`config.mk`:
```
export PLATFORM = sky130hd
export DESIGN_NAME = mdu_div_unit
export DESIGN_NICKNAME = d
export VERILOG_FILES = /design/src/rtl/mdu_div_unit_pkg.sv /design/src/rtl/mdu_div_unit_restoring_step.sv /design/src/rtl/mdu_div_unit.sv
export SDC_FILE = /design/constraint.sdc
export NUM_CORES = 1
export LEC_CHECK = 0
export BUFFER_PORTS_ARGS = -buffer_cell sky130_fd_sc_hd__buf_2
export CAP_MARGIN = 30
export CORE_MARGIN = 2
export CORE_UTILIZATION = 60
export CTS_CLUSTER_DIAMETER = 80
export DETAILED_ROUTE_END_ITERATION = 12
export GPL_TIMING_DRIVEN = 0
export PLACE_DENSITY_LB_ADDON = 0.2
export SYNTH_ARGS = -nofsm -noshare
export SYNTH_HDL_FRONTEND = slang
export SYNTH_SLANG_ARGS = --single-unit
```
`constraint.sdc`:
```
create_clock -name clk -period 14.8 [get_ports clk]
set_input_delay 2.22 -clock clk [delete_from_list [all_inputs] [get_ports clk]]
set_output_delay 2.22 -clock clk [all_outputs]
set_load 0.02 [all_outputs]
```
`src/rtl/mdu_div_unit_pkg.sv`:
```
// Shared types and constants for the E-stage iterative divider.
package mdu_div_unit_pkg;

  typedef enum logic [1:0] {
    IDLE = 2'd0,
    BUSY = 2'd1,
    DONE = 2'd2
  } div_state_t;

  localparam int DIV_WIDTH = 32;
  localparam int DIV_CNT_W = 6;

  // Divide-by-zero result: quotient is all ones, remainder is the raw dividend.
  localparam logic DIV_ZERO_LO_FILL = 1'b1;
  localparam logic [DIV_WIDTH-1:0] DIV_ZERO_LO = {DIV_WIDTH{DIV_ZERO_LO_FILL}};

endpackage

```
`src/rtl/mdu_div_unit_restoring_step.sv`:
```
// One restoring-division step: shift {rem,quo} left by one and subtract the
// divisor when it fits. Purely combinational, so it can be chained for a
// multi-bit-per-cycle variant.
module div_restoring_step #(
  parameter int WIDTH = 32
) (
  input  logic [WIDTH-1:0] rem_in,
  input  logic [WIDTH-1:0] quo_in,
  input  logic [WIDTH-1:0] divisor,
  output logic [WIDTH-1:0] rem_out,
  output logic [WIDTH-1:0] quo_out
);

  logic [WIDTH:0]   rem_sh;
  logic [WIDTH-1:0] diff;
  logic             fits;

  // rem < divisor on entry, so the shifted value is < 2*divisor and the
  // difference (when it fits) always lands back inside WIDTH bits.
  always_comb begin
    rem_sh  = {rem_in, quo_in[WIDTH-1]};
    fits    = (rem_sh >= {1'b0, divisor});
    diff    = rem_sh[WIDTH-1:0] - divisor;
    rem_out = fits ? diff : rem_sh[WIDTH-1:0];
    quo_out = {quo_in[WIDTH-2:0], fits};
  end

endmodule

```
`src/rtl/mdu_div_unit.sv`:
```
// E-stage multi-cycle DIV/DIVU unit. Stalls the pipeline while a divide is in
// flight, holds a registered HI/LO result in DONE until the instruction leaves
// E, and drops everything on an M-stage exception.
module mdu_div_unit
  import mdu_div_unit_pkg::*;
#(
  parameter int WIDTH = DIV_WIDTH,
  parameter int CNT_W = DIV_CNT_W
) (
  input  logic             clk,
  input  logic             rst,
  input  logic             E_div_start,
  input  logic             E_div_signed,
  input  logic [WIDTH-1:0] E_src_a,
  input  logic [WIDTH-1:0] E_src_b,
  input  logic             longest_stall,
  input  logic             M_except,
  output logic             E_alu_stall,
  output logic [WIDTH-1:0] E_div_hi,
  output logic [WIDTH-1:0] E_div_lo,
  output logic             E_div_valid
);

  div_state_t       state, state_nxt;
  logic [CNT_W-1:0] cnt;
  logic [WIDTH-1:0] rem, quo, dvs;
  logic [WIDTH-1:0] rem_nxt, quo_nxt;
  logic             neg_quo, neg_rem;
  logic             accept, last_step;
  logic             a_neg, b_neg, b_zero;
  logic [WIDTH-1:0] a_mag, b_mag;

  // Operand magnitudes; the most negative value wraps to itself, which is
  // still the correct unsigned magnitude.
  always_comb begin
    a_neg  = E_div_signed & E_src_a[WIDTH-1];
    b_neg  = E_div_signed & E_src_b[WIDTH-1];
    a_mag  = a_neg ? -E_src_a : E_src_a;
    b_mag  = b_neg ? -E_src_b : E_src_b;
    b_zero = (E_src_b == '0);
  end

  div_restoring_step #(.WIDTH(WIDTH)) u_step (
    .rem_in  (rem),
    .quo_in  (quo),
    .divisor (dvs),
    .rem_out (rem_nxt),
    .quo_out (quo_nxt)
  );

  // State register.
  always_ff @(posedge clk or posedge rst) begin
    if (rst) state <= IDLE;
    else     state <= state_nxt;
  end

  // Next state and stall request; the stall never looks at longest_stall.
  always_comb begin
    state_nxt   = state;
    E_alu_stall = 1'b0;
    accept      = 1'b0;
    last_step   = 1'b0;
    case (state)
      IDLE: begin
        if (E_div_start && !M_except) begin
          accept      = 1'b1;
          E_alu_stall = 1'b1;
          state_nxt   = b_zero ? DONE : BUSY;
        end
      end
      BUSY: begin
        E_alu_stall = 1'b1;
        if (M_except) begin
          state_nxt = IDLE;
        end else if (cnt == CNT_W'(WIDTH-1)) begin
          last_step = 1'b1;
          state_nxt = DONE;
        end
      end
      DONE: begin
        if (M_except || !longest_stall) state_nxt = IDLE;
      end
      default: state_nxt = IDLE;
    endcase
  end

  // Datapath: operand latch, iteration, sign fix-up and result registers.
  always_ff @(posedge clk or posedge rst) begin
    if (rst) begin
      cnt         <= '0;
      rem         <= '0;
      quo         <= '0;
      dvs         <= '0;
      neg_quo     <= 1'b0;
      neg_rem     <= 1'b0;
      E_div_hi    <= '0;
      E_div_lo    <= '0;
      E_div_valid <= 1'b0;
    end else begin
      case (state)
        IDLE: begin
          if (accept) begin
            cnt     <= '0;
            rem     <= '0;
            quo     <= a_mag;
            dvs     <= b_mag;
            neg_quo <= a_neg ^ b_neg;
            neg_rem <= a_neg;
            if (b_zero) begin
              E_div_hi    <= E_src_a;
              E_div_lo    <= {WIDTH{DIV_ZERO_LO_FILL}};
              E_div_valid <= 1'b1;
            end
          end
        end
        BUSY: begin
          if (!M_except) begin
            rem <= rem_nxt;
            quo <= quo_nxt;
            cnt <= cnt + CNT_W'(1);
            if (last_step) begin
              E_div_lo    <= neg_quo ? -quo_nxt : quo_nxt;
              E_div_hi    <= neg_rem ? -rem_nxt : rem_nxt;
              E_div_valid <= 1'b1;
            end
          end
        end
        DONE: begin
          if (M_except || !longest_stall) E_div_valid <= 1'b0;
        end
        default: E_div_valid <= 1'b0;
      endcase
    end
  end

endmodule

```
==> results.sh <==
export IMPL_placedInstanceArea_um2=13500
export IMPL_dp_hpwl_mm=28.0
export IMPL_grt_start_max_net_pins=101
export IMPL_worst_skew_pair_latency_ns=0.45
export IMPL_detail_route_iter0_violations=1058
export IMPL_synth_top_cell_area_share_pct=34.3
export IMPL_post_cts_setup_buffer_count=0
export IMPL_post_drt_via_cell_ratio=6.06
export IMPL_startpoint_type="flip-flop"
export IMPL_timing_critical_path_slowest_cell_delay_ns=0.54
export IMPL_routed_wirelength_mm=36.0
export IMPL_synth_cells=1529
export IMPL_synth_area_leader_cell="sky130_fd_sc_hd__dfrtp_1"
export IMPL_ys_seq_elements=171
export IMPL_final_area_um2=14100
export IMPL_synthesis_yosys_warnings=0
export IMPL_antenna_cells_inserted=0
export IMPL_synth_enable_flop_cells=0
export IMPL_maxClockFrequency_ghz=0.159
export IMPL_vdd_ir_drop_worst_mv=0.0822
export IMPL_final_hold_fails=0
export IMPL_worstPathBufferInverterCount=4
export IMPL_buffer_ports_inserted=135
export IMPL_width_of_the_chip_um=148
export IMPL_drc=0
export IMPL_fin_crit_ns=6.28
export IMPL_detailedRoute_firstPassIterationCount=6
export IMPL_antenna_found_initial=0
export IMPL_hold_path_class="flip-flop to flip-flop"
export IMPL_cts_tree="done"
export IMPL_cts_buffers_inserted=17
export IMPL_leakagePower_nw=6.39
export IMPL_crit_chain="ha_1 -> a21oi_1 -> o21ai_1 -> a221oi_2 -> nand2_1 -> a31oi_4 -> nor2_4 -> inv_4 -> buf_6 -> clkbuf_1 -> clkbuf_1 -> mux2i_1 -> ha_1 -> nand3_1 -> or3_1 -> nor3_1 -> o21ai_0 -> o311ai_4 -> nand2_1 -> o41ai_1 -> xnor2_1 -> nand2_1 -> a31oi_1"
export IMPL_critical_path_top_delay_family="compound AO/OA/AOI/OAI gates"
export IMPL_finalSetupTns_ns=0
export IMPL_setup_violations=0
export IMPL_chipHeight_um=148
export IMPL_timing_critical_path_slowest_stage_cell="sky130_fd_sc_hd__clkbuf_1"
export IMPL_detail_route_wl_per_cell_um=18.3
export IMPL_crit_required_ns=15.17
export IMPL_cts_htree_levels=4
export IMPL_cts_buffer_depth=2
export IMPL_cts_hold_repair_buffers=0
export IMPL_syn_mean_instance_area_um2=8.16
export IMPL_finalWeightedCongestion=0.938
export IMPL_final_layout_size_suffix_gt1_share_pct=14.4
export IMPL_n_fill_cell=1709
export IMPL_maxCapViolCount=0
export IMPL_worst_slew_pin_slew_ns=0.899
export IMPL_unrepaired_setup_endpoints_after_global_routing="false"
export IMPL_area_contributors_post_synth="sky130_fd_sc_hd__dfrtp_1, sky130_fd_sc_hd__o21ai_0, sky130_fd_sc_hd__xor2_1, sky130_fd_sc_hd__nand2_1, sky130_fd_sc_hd__a21oi_1"
export IMPL_path_clk_slew_ns=0.07
export IMPL_area_growth_syn_to_layout_pct=13.1
export IMPL_dieArea_um2=22000
export IMPL_grt_remaining_overflow=0
export IMPL_worst_slew_margin_rel_pct=39.6
export IMPL_first_global_vias=11400
export IMPL_worst_clock_skew_ns=0.0128
export IMPL_floorplan_initialDensity_pct=61.4
export IMPL_part_of_the_yosys_area_used_for_sequential_elements_pct=34.3
export IMPL_cp_data_arrival_time_ns=6.64
export IMPL_clock_root_buffer="sky130_fd_sc_hd__clkbuf_16"
export IMPL_wire_length_of_the_first_global_routing_pass_mm=57.6
export IMPL_end_kind="flip-flop"
export IMPL_ios=136
export IMPL_row_cnt=52
export IMPL_power_density_nw_per_um2=113
export IMPL_layout_commonest_cell="sky130_fd_sc_hd__nand2_1"
export IMPL_std_cell_core_area_um2=20300
export IMPL_ctsResizeCount=0
export IMPL_post_synth_instance_area_um2=12500
export IMPL_yosysUniqueCellTypes=94
export IMPL_dr_total_vias=11900
export IMPL_layout_common_cells="sky130_fd_sc_hd__nand2_1, sky130_fd_sc_hd__dfrtp_1, sky130_fd_sc_hd__o21ai_0"
export IMPL_run_status="completed"
export IMPL_remaining_number_of_nets_flagged_by_the_antenna_check_after_routing=0
export IMPL_critPathKind="flip-flop to flip-flop"
export IMPL_drv_slew=0
export IMPL_crit_path_frequent_cell="sky130_fd_sc_hd__nand2_1"
export IMPL_final_nets=1792
export IMPL_final_min_period_over_clock_period_pct=42.4
export IMPL_fraction_of_registers_with_async_set_reset_pct=100
export IMPL_ys_flop_type="sky130_fd_sc_hd__dfrtp_1"
export IMPL_crit_fanout=10
export IMPL_synthesis_nets=1637
export IMPL_cts_num_sinks=171
export IMPL_groute_usage_overall_pct=33.0
==> power by group <==
| group | internal [mW] | switching [mW] |
|---|---|---|
| logic | 0.204 | 0.353 |
| registers | 0.523 | 0.0624 |
| clock network | 0.239 | 0.217 |
| total | 0.967 | 0.633 |
==> metal layers <==
layer  up-vias  global-route usage, %  routed length [um]
met4         0                   13.5                1380
met3        91                   4.94                2430
li1       5802                      -                   -
met1      5530                   41.0               14600
met2       488                   57.6               17500
met5         -                      0                   0
==> worst register-to-register path, stage by stage (launching register included) <==
cell and delay, ns:
sky130_fd_sc_hd__dfrtp_1 0.45, sky130_fd_sc_hd__ha_1 0.42, sky130_fd_sc_hd__a21oi_1 0.24, sky130_fd_sc_hd__o21ai_1 0.20, sky130_fd_sc_hd__a221oi_2 0.35, sky130_fd_sc_hd__nand2_1 0.17, sky130_fd_sc_hd__a31oi_4 0.34, sky130_fd_sc_hd__nor2_4 0.14
sky130_fd_sc_hd__inv_4 0.14, sky130_fd_sc_hd__buf_6 0.18, sky130_fd_sc_hd__clkbuf_1 0.47, sky130_fd_sc_hd__clkbuf_1 0.54, sky130_fd_sc_hd__mux2i_1 0.37, sky130_fd_sc_hd__ha_1 0.27, sky130_fd_sc_hd__nand3_1 0.10, sky130_fd_sc_hd__or3_1 0.36
sky130_fd_sc_hd__nor3_1 0.13, sky130_fd_sc_hd__o21ai_0 0.15, sky130_fd_sc_hd__o311ai_4 0.20, sky130_fd_sc_hd__nand2_1 0.11, sky130_fd_sc_hd__o41ai_1 0.38, sky130_fd_sc_hd__xnor2_1 0.20, sky130_fd_sc_hd__nand2_1 0.09, sky130_fd_sc_hd__a31oi_1 0.20
==> final timing paths <==
check,start,endpoint,slack (ns),cells after the start
max,rem[21],E_div_hi[28],8.52,23
min,dvs[14],dvs[14],0.48,2
min in group asynchronous,rst,E_div_lo[4],1.87,2
max reg2reg,rem[21],E_div_hi[28],8.52,23
min reg2reg,dvs[14],dvs[14],0.48,2
max in group asynchronous,rst,dvs[22],12.13,3
==> area by class of cell <==
| class | count | area [um^2] | area share [%] |
|---|---|---|---|
| multi-input combinational | 1224 | 7640 | 54.2 |
| timing repair buffer | 136 | 703 | 4.98 |
| tap | 270 | 338 | 2.39 |
| buffer | 82 | 355 | 2.52 |
| clock inverter | 14 | 158 | 1.12 |
| clock buffer | 18 | 429 | 3.04 |
| inverter | 52 | 205 | 1.45 |
| sequential | 171 | 4280 | 30.3 |
==> logic make-up after synthesis <==
family                     after synthesis  synth area share [%]
buffers and inverters                  134                  4.43
xor gates and xnor gates               136                  9.55
DFF                                    171                  34.3
and+or+nand+nor                        539                  21.1
muxes                                   21                  1.69
AOI/OAI and AO/OA                      490                  25.0
adders and majority gates               38                  3.87
==> state kept, by name (all words and copies together) (netlist names) <==
register     flops
neg_rem          1
state            2
cnt              6
quo             32
E_div_hi        32
E_div_valid      1
E_div_lo        32
dvs             32
rem             32
neg_quo          1
==> stage by stage <==
step / utilization [%] / hold WS, ns / setup slack (ns) / instances / power (mW)
2_1_floorplan: - / 0.450 / 7.95 / 1529 / 0.993
5_1_grt: 69.5 / 0.502 / 8.17 / 1967 / 1.69
3_5_place_dp: 66.6 / 0.470 / 8.64 / 1935 / 1.14
6_report: 69.5 / 0.478 / 8.52 / 1967 / 1.60
4_1_cts: 69.5 / 0.485 / 8.63 / 1967 / 1.59
3_3_place_gp: 66.4 / 0.461 / 6.12 / 1934 / 1.13
==> Yosys cell counts, types with 5 or more instances <==
master	count
sky130_fd_sc_hd__a211oi_1	6
sky130_fd_sc_hd__a21o_1	9
sky130_fd_sc_hd__a21oi_1	140
sky130_fd_sc_hd__a221o_1	9
sky130_fd_sc_hd__a22o_1	6
sky130_fd_sc_hd__a31o_2	5
sky130_fd_sc_hd__a31oi_1	27
sky130_fd_sc_hd__and2_1	14
sky130_fd_sc_hd__and3_1	18
sky130_fd_sc_hd__buf_2	20
sky130_fd_sc_hd__clkbuf_1	55
sky130_fd_sc_hd__dfrtp_1	171
sky130_fd_sc_hd__ha_1	37
sky130_fd_sc_hd__inv_1	51
sky130_fd_sc_hd__mux2i_1	21
sky130_fd_sc_hd__nand2_1	190
sky130_fd_sc_hd__nand2b_1	9
sky130_fd_sc_hd__nand3_1	21
sky130_fd_sc_hd__nand3b_1	5
sky130_fd_sc_hd__nand4_1	13
sky130_fd_sc_hd__nor2_1	151
sky130_fd_sc_hd__nor2b_1	10
sky130_fd_sc_hd__nor3_1	25
sky130_fd_sc_hd__nor4_1	13
sky130_fd_sc_hd__o211ai_1	10
sky130_fd_sc_hd__o21ai_0	166
sky130_fd_sc_hd__o21ai_1	13
sky130_fd_sc_hd__o21bai_1	6
sky130_fd_sc_hd__o31ai_1	25
sky130_fd_sc_hd__o41ai_1	10
sky130_fd_sc_hd__or3_1	27
sky130_fd_sc_hd__or4_1	10
sky130_fd_sc_hd__or4_4	5
sky130_fd_sc_hd__xnor2_1	50
sky130_fd_sc_hd__xor2_1	86
No activity file was read; power rests on OpenSTA's default activity.
